### config.mk
export PLATFORM = sky130hd
export DESIGN_NAME = multicycle_control
export DESIGN_NICKNAME = d
export VERILOG_FILES = /design/src/rtl/multicycle_control.sv
export SDC_FILE = /design/constraint.sdc
export NUM_CORES = 1
export LEC_CHECK = 0
export CORE_MARGIN = 10
export CORE_UTILIZATION = 32
export DETAILED_ROUTE_END_ITERATION = 8
export GPL_ROUTABILITY_DRIVEN = 0
export PLACE_DENSITY = 0.82
export SLEW_MARGIN = 5
export SYNTH_ARGS = -nofsm -noshare
export SYNTH_HDL_FRONTEND = slang
export SYNTH_SLANG_ARGS = --single-unit
export TNS_END_PERCENT = 20
### constraint.sdc
create_clock -name Clk -period 3.8 [get_ports Clk]
set_clock_uncertainty 0.15 [all_clocks]
set_input_delay 0.76 -clock Clk [delete_from_list [all_inputs] [get_ports Clk]]
set_output_delay 0.76 -clock Clk [all_outputs]
set_load 0.01 [all_outputs]
### src/rtl/multicycle_control.sv
// Multicycle control unit for the MIPS-style processor.
// Walks each instruction through fetch/decode/execute/memory/writeback and
// drives the ALU op code, datapath enables and the req/ack memory handshake.
// Build option: define ILLEGAL_TRAP_EN to park the FSM in HALT on an illegal
// instruction; otherwise an illegal instruction pulses Illegal and acts as a NOP.
//
// state | meaning
// INIT  | post-reset idle cycle, all outputs low
// IF    | fetch request held until Mem_ack, then load IR and PC+4
// DEC   | decode IR; unconditional branch resolves here
// EXE   | ALU operation; conditional branches resolve on ALU_zero
// MEM   | data memory request for lw/sw, held until Mem_ack
// WB    | register file write (ALU result or load data)
// HALT  | trapped on illegal instruction, only reachable with ILLEGAL_TRAP_EN
module multicycle_control #(
  parameter int MEM_TIMEOUT = 0
) (
  input  logic        Clk,
  input  logic        Reset,
  input  logic [31:0] Instr,
  input  logic        ALU_zero,
  input  logic        Mem_ack,
  output logic [3:0]  ALU_op,
  output logic        ALU_Bin_sel,
  output logic        PC_LdEn,
  output logic        PC_sel,
  output logic        IR_LdEn,
  output logic        RF_WrEn,
  output logic        RF_WrData_sel,
  output logic        Mem_req,
  output logic        Mem_WrEn,
  output logic        Illegal
);

  // Only an unbounded wait for Mem_ack is implemented.
  if (MEM_TIMEOUT != 0) begin : g_timeout_unsupported
    $error("multicycle_control: MEM_TIMEOUT must be 0");
  end

  typedef enum logic [2:0] {
    S_INIT, S_IF, S_DEC, S_EXE, S_MEM, S_WB, S_HALT
  } state_e;

  typedef enum logic [2:0] {
    C_R, C_IMM, C_LW, C_SW, C_BEQ, C_BNE, C_B, C_ILL
  } iclass_e;

  state_e      state_q, state_d;
  iclass_e     cls;
  logic [3:0]  exe_op;
  logic        exe_bsel;
  logic        branch_take;
  logic [5:0]  opcode;
  logic [5:0]  func;
  logic        unused_instr;

  assign opcode       = Instr[31:26];
  assign func         = Instr[5:0];
  assign unused_instr = ^Instr[25:6];

  // Instruction class, ALU op and B-operand select decoded from the IR.
  always_comb begin
    cls      = C_ILL;
    exe_op   = 4'b0000;
    exe_bsel = 1'b0;
    case (opcode)
      6'b100000: begin
        // Upper func bits must be zero so only the ten ALU codes are legal.
        if (func[5:4] == 2'b00 &&
            func[3:0] inside {4'b0000, 4'b0001, 4'b0010, 4'b0011, 4'b0100,
                              4'b1000, 4'b1010, 4'b1001, 4'b1100, 4'b1101}) begin
          cls    = C_R;
          exe_op = func[3:0];
        end
      end
      6'b110000: begin cls = C_IMM; exe_op = 4'b0000; exe_bsel = 1'b1; end
      6'b110010: begin cls = C_IMM; exe_op = 4'b0010; exe_bsel = 1'b1; end
      6'b110011: begin cls = C_IMM; exe_op = 4'b0011; exe_bsel = 1'b1; end
      6'b001111: begin cls = C_LW;  exe_op = 4'b0000; exe_bsel = 1'b1; end
      6'b011111: begin cls = C_SW;  exe_op = 4'b0000; exe_bsel = 1'b1; end
      6'b010000: begin cls = C_BEQ; exe_op = 4'b0001; end
      6'b010001: begin cls = C_BNE; exe_op = 4'b0001; end
      6'b111111: begin cls = C_B; end
      default:   cls = C_ILL;
    endcase
  end

  assign branch_take = (cls == C_BEQ) ? ALU_zero : !ALU_zero;

  // State register; reset forces INIT, whose outputs are all zero.
  always_ff @(posedge Clk or negedge Reset) begin
    if (!Reset) state_q <= S_INIT;
    else        state_q <= state_d;
  end

  // Next state and combinational outputs.
  always_comb begin
    state_d       = state_q;
    ALU_op        = 4'b0000;
    ALU_Bin_sel   = 1'b0;
    PC_LdEn       = 1'b0;
    PC_sel        = 1'b0;
    IR_LdEn       = 1'b0;
    RF_WrEn       = 1'b0;
    RF_WrData_sel = 1'b0;
    Mem_req       = 1'b0;
    Mem_WrEn      = 1'b0;
    Illegal       = 1'b0;
    case (state_q)
      S_INIT: state_d = S_IF;
      S_IF: begin
        Mem_req = 1'b1;
        if (Mem_ack) begin
          IR_LdEn = 1'b1;
          PC_LdEn = 1'b1;
          state_d = S_DEC;
        end
      end
      S_DEC: begin
        case (cls)
          C_B: begin
            PC_LdEn = 1'b1;
            PC_sel  = 1'b1;
            state_d = S_IF;
          end
          C_ILL: begin
            Illegal = 1'b1;
`ifdef ILLEGAL_TRAP_EN
            state_d = S_HALT;
`else
            state_d = S_IF;
`endif
          end
          default: state_d = S_EXE;
        endcase
      end
      S_EXE: begin
        ALU_op      = exe_op;
        ALU_Bin_sel = exe_bsel;
        case (cls)
          C_BEQ, C_BNE: begin
            PC_LdEn = branch_take;
            PC_sel  = branch_take;
            state_d = S_IF;
          end
          C_LW, C_SW: state_d = S_MEM;
          default:    state_d = S_WB;
        endcase
      end
      S_MEM: begin
        Mem_req  = 1'b1;
        Mem_WrEn = (cls == C_SW);
        if (Mem_ack) state_d = (cls == C_SW) ? S_IF : S_WB;
      end
      S_WB: begin
        RF_WrEn       = 1'b1;
        RF_WrData_sel = (cls == C_LW);
        state_d       = S_IF;
      end
      S_HALT: Illegal = 1'b1;
      default: state_d = S_INIT;
    endcase
  end

endmodule

==> results.json <==
{
  "slew_headroom_pct": 70.2,
  "port_buffers": 28,
  "core-area_mm2": 0.00154,
  "hold_violations": 0,
  "drive_gt1_share_pct": 16.7,
  "leakagePower_nw": 0.371,
  "min_path_type": "flop to flop",
  "cts_buffer_depth": 2,
  "syn_area_um2": 536,
  "setup_viol": 0,
  "fin_util_pct": 57.3,
  "drcViolationCount": 0,
  "synth_area_per_cell_um2": 7.14,
  "routedWlPerCell_um": 14.2,
  "chipWidth_um": 60.9,
  "first_pass_iters": 4,
  "synthCells": 75,
  "dieArea_mm2": 0.00371,
  "cp_common_cell": "clkdlybuf4s50_1",
  "tritoncts": "built",
  "vias": 696,
  "synthesis.nets": 111,
  "hpwlAfterDp_um": 1440,
  "ant_nets": 0,
  "postSynthRegisterBits": 3,
  "max_freq_mhz": 271,
  "finalCritPeriodShare_pct": 97.0,
  "grt_pass1_wl_um": 2860,
  "clkTransAtPathRegs_ns": 0.04,
  "synth_ff_type": "dfrtp_1",
  "critPathMaxStageDelay_ns": 0.55,
  "dieHeight_um": 60.9,
  "rsz0062_at_grt": "no",
  "crit_fanout": 5,
  "fillers": 157,
  "ctsHoldBuffers": 0,
  "place_area_um2": 840,
  "power.density_mw_per_mm2": 355,
  "crit_path_start_kind": "input port",
  "largest_reg_flops": 3,
  "rows": 14,
  "timing.hold.ws_ns": 0.485,
  "cp_num_buf_inv": 2,
  "antenna_found_initial": 0,
  "grt_pass1_vias": 684,
  "area_delta_synth_final_pct": 65.0,
  "htree_levels": 1,
  "required_ns": 2.89,
  "cp_top_family": "buffers and inverters",
  "clkLatencyLatePin_ns": 0.24,
  "p_total_uw": 313,
  "ys_types": 38,
  "synth_seq_area_share_pct": 14.0,
  "slew_violations": 0,
  "numCtsBuffers": 3,
  "synth_top_cell_area_share_pct": 14.0,
  "timing.max_cap.violations": 0,
  "postLayoutCellArea_um2": 883,
  "irDropWorstVdd_uv": 157,
  "dp_cells": 120,
  "ios": 49,
  "reg_top3": "state_q x3",
  "vias_per_cell": 5.61,
  "final_common_cell": "clkdlybuf4s50_1",
  "tightest_slew_ns": 0.441,
  "synth_top_cell_by_area": "dfrtp_1",
  "arrival_ns": 2.77,
  "synth_edf_count": 0,
  "clock-sinks": 3,
  "final_cell_mix": "24 x clkdlybuf4s50_1, 7 x nand2_1, 6 x nand3_1, 6 x inv_1",
  "fin_cells": 124,
  "cts_setup_buffers": 0,
  "crit_path_cell_trace": "clkdlybuf4s50_1, and4b_1, o211ai_1, nor4bb_1, or3_1, clkdlybuf4s50_1",
  "end_kind": "output pin",
  "grt-ovfl-total": 0,
  "ys_warn_count": 0,
  "wirelength_um": 1770,
  "first_iter_violations": 7,
  "insertedDiodeCount": 0,
  "synth_area_leaders": "dfrtp_1 14%, nand3_1 5.6%, nand2_1 4.9%",
  "top_register": "state_q",
  "grt_max_degree": 10,
  "clockRootBuffer": "clkbuf_4",
  "nets": 145,
  "grt_use_total_pct": 9.73,
  "finalCriticalPeriod_ns": 3.68,
  "async_reset_ff_share_pct": 100,
  "cp_slowest_cell": "clkdlybuf4s50_1",
  "status": "finished, final reports clean",
  "start_util_pct": 34.7,
  "critPathKind": "input port to output pin"
}
layer usage:
metal | track usage (%) | share of wire (%) | up-vias
met5 | 0 | 0 | -
met4 | 4.70 | 0.91 | 0
met3 | 3.97 | 9.7 | 2
met2 | 15.9 | 48 | 25
met1 | 10.7 | 41 | 326
li1 | - | - | 343
power by group:
part | switching, mW | leakage [nW] | internal [mW] | total, mW
clock | 0.0185 | 0.0150 | 0.0395 | 0.0580
combinational | 0.0815 | 0.319 | 0.0995 | 0.181
sequential | 0.0291 | 0.0366 | 0.0451 | 0.0742
total | 0.129 | 0.371 | 0.184 | 0.313
kinds of logic after synthesis:
family / share of synthesized area, %
AO/OA/AOI/OAI: 26.4
AND/OR/NAND/NOR: 47.4
XOR/XNOR: 1.64
buffers and inverters: 10.5
flip-flops: 14.0
per-stage QoR:
stage,setup TNS [ns],setup WS (ns)
CTS,0,0.00205
global placement,0,0.00381
global route,0,0.0101
floorplan,0,0.935
finish,0,0.115
detailed placement,-0.0146,-0.0146
cells in the mapped netlist, types with 2 or more instances:
master / count
nand2_1: 7
inv_1: 6
nand3_1: 6
nor2_1: 5
o21ai_0: 5
a21oi_1: 3
a31oi_1: 3
dfrtp_1: 3
and2_1: 2
and2b_2: 2
and3_1: 2
and4_2: 2
buf_6: 2
nor3_1: 2
nor3b_1: 2
worst paths after layout:
path / end / from / cells after the start / slack [ns]
setup / recovery: PC_sel / Instr[26] / 6 / 0.12
max in group asynchronous: state_q[1] / Reset / 1 / 2.81
setup reg to reg: state_q[0] / state_q[2] / 4 / 2.53
min in group asynchronous: state_q[0] / Reset / 1 / 0.55
hold / removal: state_q[0] / state_q[2] / 1 / 0.48
hold reg to reg: state_q[0] / state_q[2] / 1 / 0.48
what timing repair did:
action | 4_1_cts | 5_1_grt
gates resized for setup | 1 | 6
pin swaps | 2 | 4
endpoints found under the hold margin | 0 | 0
endpoints found under the setup margin | 1 | 7
cell type report:
class	count	area (um^2)	area share [%]
Inverter	6	22.5	2.55
Sequential cell	3	75.1	8.50
Multi-Input combinational cell	62	415	47.0
Timing Repair Buffer	33	324	36.7
Tap cell	16	20.0	2.27
Clock buffer	4	26.3	2.97
No activity file was read; power rests on OpenSTA's default activity.
